## config.mk

```make
export PLATFORM = sky130hd
export DESIGN_NAME = csa_tree_adder
export DESIGN_NICKNAME = d
export VERILOG_FILES = /design/src/rtl/csa_pkg.sv /design/src/rtl/csa_row.sv /design/src/rtl/csa_tree_adder.sv
export SDC_FILE = /design/constraint.sdc
export NUM_CORES = 1
export LEC_CHECK = 0
export CAP_MARGIN = 10
export CORE_UTILIZATION = 40
export CTS_CLUSTER_DIAMETER = 100
export DETAILED_ROUTE_END_ITERATION = 10
export PLACE_DENSITY = 0.66
export SYNTH_ARGS = -nofsm -noshare
export SYNTH_HDL_FRONTEND = slang
export SYNTH_HIERARCHICAL = 1
export SYNTH_SLANG_ARGS = --single-unit
export TNS_END_PERCENT = 20
```

## constraint.sdc

```tcl
create_clock -name clk -period 1.9 [get_ports clk]
set_input_delay 0.19 -clock clk [delete_from_list [all_inputs] [get_ports clk]]
set_output_delay 0.19 -clock clk [all_outputs]
set_load 0.05 [all_outputs]
```

## src/rtl/csa_pkg.sv

```systemverilog
// csa_pkg: shared sizing helpers for the carry-save tree adder.
package csa_pkg;

    localparam int MAX_OPS = 16;

    function automatic int rows_after(input int n, input int lvl);
        int r;
        r = n;
        for (int i = 0; i < lvl; i++) r = r - r / 3;
        return r;
    endfunction

    function automatic int num_levels(input int n);
        int r;
        int l;
        r = n;
        l = 0;
        while (r > 2) begin
            r = r - r / 3;
            l++;
        end
        return l;
    endfunction

    function automatic int out_width(input int w, input int n);
        return w + $clog2(n);
    endfunction

endpackage

```

## src/rtl/csa_row.sv

```systemverilog
// csa_row: combinational 3:2 compressor; carry output is pre-shifted to its column weight.
module csa_row #(
    parameter int W = 4
) (
    input  logic [W-1:0] a_i,
    input  logic [W-1:0] b_i,
    input  logic [W-1:0] c_i,
    output logic [W-1:0] sum_o,
    output logic [W-1:0] carry_o
);

    logic [W-1:0] maj;

    assign maj     = (a_i & b_i) | (a_i & c_i) | (b_i & c_i);
    assign sum_o   = a_i ^ b_i ^ c_i;
    assign carry_o = {maj[W-2:0], 1'b0};

endmodule

```

## src/rtl/csa_tree_adder.sv

```systemverilog
// csa_tree_adder: pipelined multi-operand adder, one registered 3:2 level per stage plus a registered final add.
module csa_tree_adder
    import csa_pkg::*;
#(
    parameter int WIDTH   = 4,
    parameter int NUM_OPS = 3,
    parameter bit SIGNED  = 1'b0,
    localparam int OW     = out_width(WIDTH, NUM_OPS)
) (
    input  logic                     clk,
    input  logic                     rst_n,
    input  logic                     in_valid,
    output logic                     in_ready,
    input  logic [NUM_OPS*WIDTH-1:0] in_ops,
    output logic                     out_valid,
    input  logic                     out_ready,
    output logic [OW-1:0]            out_sum
);

    localparam int LEVELS = num_levels(NUM_OPS);

    logic              adv;
    logic [OW-1:0]     row   [0:LEVELS][NUM_OPS];
    logic [OW-1:0]     lvl_d [1:LEVELS][NUM_OPS];
    logic [OW-1:0]     lvl_q [1:LEVELS][NUM_OPS];
    logic [LEVELS-1:0] vld_q;
    logic [LEVELS:0]   vld_d;
    logic [OW-1:0]     sum_d;
    logic [OW-1:0]     sum_q;
    logic              out_valid_q;

    // The whole pipe moves in lockstep, so a single stall term gates every stage.
    assign adv       = !out_valid_q || out_ready;
    assign in_ready  = adv;
    assign out_valid = out_valid_q;
    assign out_sum   = sum_q;
    assign vld_d     = {vld_q, in_valid};
    assign sum_d     = row[LEVELS][0] + row[LEVELS][1];

    for (genvar r = 0; r < NUM_OPS; r++) begin : g_ext
        assign row[0][r] = {{(OW-WIDTH){SIGNED & in_ops[r*WIDTH+WIDTH-1]}}, in_ops[r*WIDTH +: WIDTH]};
    end

    // Level l compresses groups of three rows into sum/carry pairs; leftovers shift down behind them.
    for (genvar l = 1; l <= LEVELS; l++) begin : g_lvl
        localparam int N = rows_after(NUM_OPS, l - 1);
        localparam int G = N / 3;
        for (genvar r = 0; r < NUM_OPS; r++) begin : g_row
            if (r < G) begin : g_csa
                csa_row #(.W(OW)) u_row (
                    .a_i     (row[l-1][3*r]),
                    .b_i     (row[l-1][3*r+1]),
                    .c_i     (row[l-1][3*r+2]),
                    .sum_o   (lvl_d[l][2*r]),
                    .carry_o (lvl_d[l][2*r+1])
                );
            end
            if (r < N - 3*G) begin : g_pass
                assign lvl_d[l][2*G+r] = row[l-1][3*G+r];
            end
            if (r >= N - G) begin : g_zero
                assign lvl_d[l][r] = '0;
            end
            assign row[l][r] = lvl_q[l][r];
        end
    end

    always_ff @(posedge clk or negedge rst_n) begin
        if (!rst_n) begin
            for (int i = 1; i <= LEVELS; i++)
                for (int j = 0; j < NUM_OPS; j++)
                    lvl_q[i][j] <= '0;
            vld_q       <= '0;
            out_valid_q <= 1'b0;
            sum_q       <= '0;
        end else if (adv) begin
            for (int i = 1; i <= LEVELS; i++)
                for (int j = 0; j < NUM_OPS; j++)
                    lvl_q[i][j] <= lvl_d[i][j];
            vld_q       <= vld_d[LEVELS-1:0];
            out_valid_q <= vld_d[LEVELS];
            sum_q       <= sum_d;
        end
    end

endmodule

```

== After elaboration in Yosys (flattened, before gate mapping) ==
Cells that the tools add are included.

* Bits in latches: 0
* Logic and storage cells: 15
* Memories: 0
* ROM bits: 0
* Register bits after elaboration: 19
* Bits of input ports: 16
* Output and inout bits: 8
* RAM bits: 0

* Order comparisons: 0
* Reductions and logical operators: 2
* Multiplexer cells: 0
* $mul: 0
* Add/sub/neg operators: 1
* Shift operators: 0
* Bitwise operators: 7
* Equal/unequal tests: 0
* Div/mod/pow operators: 0

{| class="wikitable"
|+ Operators by type and width
! operator !! number
|-
| bitwise AND 4 bit || 3
|-
| bitwise OR 5 bit || 2
|-
| adder 6 bit || 1
|-
| XOR 6 x 4 -> 6 bit || 1
|-
| XOR 4 bit || 1
|-
| logical NOT 1 bit || 1
|-
| logical OR 1 bit || 1
|}

== Longest topological paths before layout ==
Gate-level depths: netlist of run 1.

* Depth after elaboration: 3
* Gate-level depth with buffers: 6
* Mapped depth without buffers: 6

== Modules after synthesis ==
The synthesis of run 1 kept the hierarchy.

{| class="wikitable"
|+ Modules (own cells, without submodules)
! module !! seq. area each (um^2) !! area each (um^2) !! cells each !! times used
|-
| csa_tree_adder || 500.5 || 918.4 || 99 || 1
|-
| csa_row || 0.0 || 135.1 || 8 || 1
|}

== Worst setup path after synthesis of run 1 ==
OpenSTA, ideal clock, no wires.

* Path kind: reg-to-reg
* Start point: register lvl_q[6] (netlist name)
* End point: register sum_q[4] (netlist: out_sum[4])
* Setup slack: 0.265 ns
* Library setup time: 0.128 ns
* Period minus slack after synthesis: 1.635 ns
* Stages on the path, launching flop included: 7
* Data arrival time: 1.508 ns
* Path buffers: 0
* Required time: 1.772 ns
* Cells stage by stage: dfrtp_1 -> ha_1 -> fa_1 -> a21o_1 -> a21oi_1 -> xor2_1 -> o21ai_0

{| class="wikitable"
|+ RTL lines
! what !! line !! RTL
|-
| end signal, assigned || csa_tree_adder.sv:82 || <nowiki>sum_q <= sum_d;</nowiki>
|-
| end, declared || csa_tree_adder.sv:29 || <nowiki>logic [OW-1:0] sum_q;</nowiki>
|}

==> flow_metrics.tcl, run 1 <==
set metrics [dict create \
    cts_sinks 20 \
    ant_nets 0 \
    synth_edf_count 0 \
    avgRoutedWirePerCell_um 11.3 \
    io_buffer_count 23 \
    pin_count 24 \
    pwr-share-clk_pct 15.8 \
    switching_power_mw 0.640 \
    cp-startpoint "lvl_q[6]" \
    tns_ns 0 \
    htreeDepth 1 \
    place_inst 163 \
    seqPwrFrac_pct 38.4 \
    design.core.area_um2 2480 \
    die_area_um2 2840 \
    gp_congestion 0.782 \
    start_util_pct 42.5 \
    rr_worst_depth 6 \
    cp.arrival_ns 1.94 \
    fin_worst_skew_ns 0.00359 \
    switching_share_pct 40.9 \
    yosys.area.top_type "dfrtp_1" \
    drv_slew 0 \
    rsz0062_at_grt "false" \
    regArea_um2 500 \
    final_nets 165 \
    antenna_cells 0 \
    vias 792 \
    insertion_delay_ns 0.30 \
    synth_simple_gate_area_share_pct 20.5 \
    power_frac_comb_pct 45.8 \
    leakagePower_nw 0.674 \
    cts.repair.resized 0 \
    critical_path.max_fanout 2 \
    finalHoldViolations 0 \
    fin_cells 167 \
    grt_max_degree 22 \
    gr-usage-all-layers_pct 15.8 \
    drc 0 \
    ys_warn_count 6 \
    r2r-start "lvl_q[6]" \
    viasPerCell 4.74 \
    dieHeight_um 53.3 \
    place_hpwl_um 1420 \
    cts_inserted_buffers 3 \
    syn_area_um2 1050 \
    crit_type "reg -> reg" \
    startpoint_type "register" \
    ys.flop_type "dfrtp_1" \
    reg2reg_slack_ns 0.14 \
    max_slew_margin_pct 66.9 \
    antenna_found_initial 0 \
    drt_iter0_drc 18 \
    seq_area_frac_synth_pct 47.5 \
    fin_crit_sh_pct 92.6 \
    rows 18 \
    synth_compound_area_share_pct 5.82 \
    async_flop_share_pct 100 \
    firstDrtPassIters 4 \
    setup_violations 0 \
    status "finished clean" \
    wl_um 1890 \
    grt_first_pass_wirelength_um 3180 \
    ys_seq_elements 20 \
    ys_types 22 \
    fin_crit_ns 1.76 \
    synthCells 107 \
    powerDensity_nw_per_um2 1150 \
    synthAdderAreaFrac_pct 17.3 \
    drive_gt1_share_pct 7.30 \
    setup.worst_path.end "out_sum[4]" \
    synth_xor_area_share_pct 5.58 \
    holdCritPathClass "in -> async" \
    worst_setup_path_end_kind "register" \
    n_fill_cell 245 \
    postCtsSetupBuffers 0 \
    grt_pass1_vias 781 \
    p_int_mw 0.925 \
    synthMuxAreaShare_pct 0 \
    reg2reg_to "out_sum[4]" \
    yosysMostFrequentCell "nand2_1" \
    multiInputGateArea_um2 546 \
    max-vdd-ir-drop_uv 770 \
    cp.required_ns 2.08 \
    ys_top_cells_by_count "48 x nand2_1, 20 x dfrtp_1, 6 x fa_1, 5 x ha_1" \
    cts-root-buf "clkbuf_4" \
    cts_hold_buf 0 \
    worst_pin_slew_ns 0.495 \
    grt_overflow 0 \
    area_growth_pct 29.7 \
    clk_pin_slew_ns 0.11 \
    yosys.area.top_type_share_pct 47.5 \
    power.total_mw 1.56 \
    synth_top_family_by_area "simple AND/OR/NAND/NOR gates" \
    dieWidth_um 53.3 \
    tritoncts "yes" \
    synth_top_cells_by_area "dfrtp_1 48%, nand2_1 17%, fa_1 11%" \
    maxCapViolations 0 \
    clockBufferDepth 2 \
    max_freq_mhz 568 \
    syn_area_per_cell_um2 9.85 \
]
-- cells in the final DEF, fill, tap and decap left out, types with 2 or more instances in the layout --
master           netlist  final
buf_4                  1      3
fa_1                   6      6
clkbuf_4               0      3
nand2_1               48     48
ha_1                   5      5
a21oi_1                3      3
conb_1                 2      7
xor2_1                 3      3
clkdlybuf4s50_1        0     22
dfrtp_1               20     20
nand4_1                2      2
o21ai_0                3      3
-- cells by family after synthesis --
group | count (synthesis)
other | 2
XOR/XNOR | 5
buffers and inverters | 5
flip-flops | 20
AO/OA/AOI/OAI | 10
adder cells (fa/ha/maj) | 11
AND/OR/NAND/NOR | 54
-- how the worst min path moves through the flow --
stage / startpoint / endpoint / slack [ns] / depth (start not counted)
5_1_grt: rst_n / lvl_q[7] / 0.23 / 2
6_report: rst_n / out_sum[1] / 0.22 / 2
4_1_cts: rst_n / lvl_q[13] / 0.22 / 2
2_1_floorplan: rst_n / lvl_q[10] / -0.11 / 0
3_3_place_gp: vld_q / out_valid / 0.44 / 1
3_5_place_dp: vld_q / out_valid / 0.45 / 1
-- area by class of cell --
cell class / count / share of cell area, %
tap: 30 / 2.75
timing repair buffer: 25 / 17.8
inverter: 1 / 0.275
multi-input combinational: 87 / 39.9
clock buffer: 4 / 2.66
sequential: 20 / 36.6
-- per-layer routing --
layer | share of wire, % | up-vias | wire length (um) | global-route usage, %
met3 | 4.4 | 2 | 84 | 2.59
li1 | - | 393 | - | -
met5 | 0 | - | 0 | 0
met2 | 51 | 20 | 965 | 27.1
met1 | 44 | 377 | 833 | 19.3
met4 | 0.63 | 0 | 12 | 6.58
-- critical path, stage by stage (launching register included) --
cell,delay (ns)
dfrtp_1,0.41
ha_1,0.23
fa_1,0.41
a21o_1,0.19
a21oi_1,0.17
xor2_1,0.15
o21ai_0,0.08
-- metrics by stage --
step | util [%] | instance area [um2] | hold slack (ns) | setup slack [ns]
3_5_place_dp | 53.7 | 1330 | 0.452 | 0.151
5_1_grt | 55.2 | 1370 | 0.230 | 0.0243
4_1_cts | 55.2 | 1370 | 0.221 | 0.123
6_report | 55.2 | 1370 | 0.223 | 0.141
3_3_place_gp | 53.7 | 1330 | 0.441 | 0.214
2_1_floorplan | - | 1070 | -0.106 | 0.265
-- power groups by stage --
stage | registers [mW] | clock network, mW | logic, mW
after floorplan | 0.824 | 0 | 0.265
after global placement | 0.605 | 0 | 0.705
after detailed placement | 0.612 | 0 | 0.721
after CTS | 0.603 | 0.257 | 0.725
after global routing | 0.614 | 0.276 | 0.785
final | 0.601 | 0.246 | 0.717
-- registers in the layout (all words and copies together) (netlist names) --
signal     cells
vld_q          1
out_valid      1
lvl_q         12
out_sum        6
Power figures use the tool's default switching activity.
==> inputs of run 2 (changes only) <==
Settings changed: MAX_ROUTING_LAYER from default to met4.
==> flow_metrics.tcl, run 2 (synthesis gave the netlist of run 1 again) <==
set metrics [dict create \
    grt_first_pass_wirelength_um 3180 \
    wl_um 1910 \
    viasPerCell 4.78 \
    reg2reg_slack_ns 0.14 \
    tritoncts "yes" \
    drive_gt1_share_pct 7.30 \
    cts_hold_buf 0 \
    cts_sinks 20 \
    grt_max_degree 22 \
    critPathSlowestCell "dfrtp_1" \
    cp.arrival_ns 1.95 \
    drt_iter0_drc 18 \
    htreeDepth 1 \
    r2r-start "lvl_q[6]" \
    p_int_mw 0.925 \
    final_area_um2 1370 \
    place_inst 163 \
    max-vdd-ir-drop_uv 770 \
    drv_slew 0 \
    worstPathCellList "ha_1 > fa_1 > a21o_1 > a21oi_1 > xor2_1 > o21ai_0" \
    final_nets 165 \
    gr-usage-all-layers_pct 16.2 \
    dpl-instance-area_um2 1330 \
    gp_congestion 0.793 \
    cts-root-buf "clkbuf_4" \
    reg2reg_to "out_sum[4]" \
    insertion_delay_ns 0.31 \
    vias 798 \
    maxCapViolations 0 \
    leakagePower_nw 0.674 \
    dieWidth_um 53.3 \
    status "finished clean" \
    design.core.area_um2 2480 \
    clk_pin_slew_ns 0.11 \
    die_area_um2 2840 \
    switching_power_mw 0.643 \
    max_slew_margin_pct 66.9 \
    firstDrtPassIters 4 \
    seqPwrFrac_pct 38.3 \
    postCtsSetupBuffers 0 \
    power_frac_comb_pct 45.7 \
    pin_count 24 \
    largest_register "lvl_q" \
    final_common_cell "nand2_1" \
    io_buffer_count 23 \
    fin_cells 167 \
    most-common-layout-cells "48 x nand2_1, 22 x clkdlybuf4s50_1, 20 x dfrtp_1, 7 x conb_1, 6 x fa_1" \
    clockBufferDepth 2 \
    rr_worst_depth 6 \
    rsz0062_at_grt "false" \
    setup_violations 0 \
    cp.required_ns 2.09 \
    cpPeakStageDelay_ns 0.41 \
    drc 0 \
    grt_pass1_vias 780 \
    worstSetupPathDepth 6 \
    post-route-util_pct 55.2 \
    antenna_cells 0 \
    largest_register_ffs 12 \
    max_freq_mhz 568 \
    crit_type "reg -> reg" \
    worst_setup_path_end_kind "register" \
    fin_worst_skew_ns 0.00415 \
    cp-startpoint "lvl_q[6]" \
    fin_crit_sh_pct 92.7 \
    tns_ns 0 \
    fin_crit_ns 1.76 \
    startpoint_type "register" \
    start_util_pct 42.5 \
    finalHoldViolations 0 \
    worst_pin_slew_ns 0.495 \
    avgRoutedWirePerCell_um 11.4 \
    pwr-share-clk_pct 16.0 \
    holdCritPathClass "in -> async" \
    rows 18 \
    place_hpwl_um 1420 \
    ant_nets 0 \
    powerDensity_nw_per_um2 1150 \
    critical_path.max_fanout 2 \
    grt_overflow 0 \
    area_growth_pct 29.7 \
    cts_inserted_buffers 3 \
    cts.repair.resized 0 \
    switching_share_pct 41.0 \
    crit_buf_inv 0 \
    antenna_found_initial 0 \
    dieHeight_um 53.3 \
    crit_family "adder cells" \
]
## run 2: cell counts in the layout (fill, tap and decap cells not counted)
Identical to the previous run, type by type.
## run 2: worst reg2reg max path, cell delays in order (launching register included)
cell and delay [ns]:
dfrtp_1 0.41, ha_1 0.23, fa_1 0.41, a21o_1 0.19, a21oi_1 0.17, xor2_1 0.15, o21ai_0 0.08
## run 2: worst max path at each step
| stage | slack, ns | endpoint |
|---|---|---|
| after floorplan | 0.26 | out_sum[4] |
| after global placement | 0.21 | out_sum[4] |
| after detailed placement | 0.15 | out_sum[4] |
| after CTS | 0.12 | out_sum[4] |
| after global routing | 0.02 | out_sum[4] |
| final | 0.14 | out_sum[4] |
## run 2: area by class of cell
type | instances | area (um2)
Tap cell | 30 | 37.5
Fill cell | 245 | 1110
Timing Repair Buffer | 25 | 243
Multi-Input combinational cell | 87 | 546
Inverter | 1 | 3.75
Clock buffer | 4 | 36.3
Sequential cell | 20 | 500
## run 2: metal layers
metal  vias to the layer above  routed length, um  track usage, %
li1                        393                  -               -
met1                       380                818            19.3
met2                        21                962            27.1
met3                         4                104            2.59
met4                         0                 22            6.58
met5                         -                  0               -
## run 2: power groups by stage
| stage | logic, mW | clock network, mW | registers [mW] |
|---|---|---|---|
| 4_1_cts | 0.725 | 0.257 | 0.603 |
| 3_5_place_dp | 0.721 | 0 | 0.612 |
| 5_1_grt | 0.785 | 0.276 | 0.614 |
| 6_report | 0.717 | 0.250 | 0.601 |
| 2_1_floorplan | 0.265 | 0 | 0.824 |
| 3_3_place_gp | 0.705 | 0 | 0.605 |
## run 2: metrics by stage
| stage | power, mW | hold slack [ns] | worst slack [ns] |
|---|---|---|---|
| final | 1.57 | 0.216 | 0.140 |
| after global routing | 1.67 | 0.230 | 0.0243 |
| after CTS | 1.58 | 0.221 | 0.123 |
| after detailed placement | 1.33 | 0.452 | 0.151 |
| after global placement | 1.31 | 0.441 | 0.214 |
| after floorplan | 1.09 | -0.106 | 0.265 |
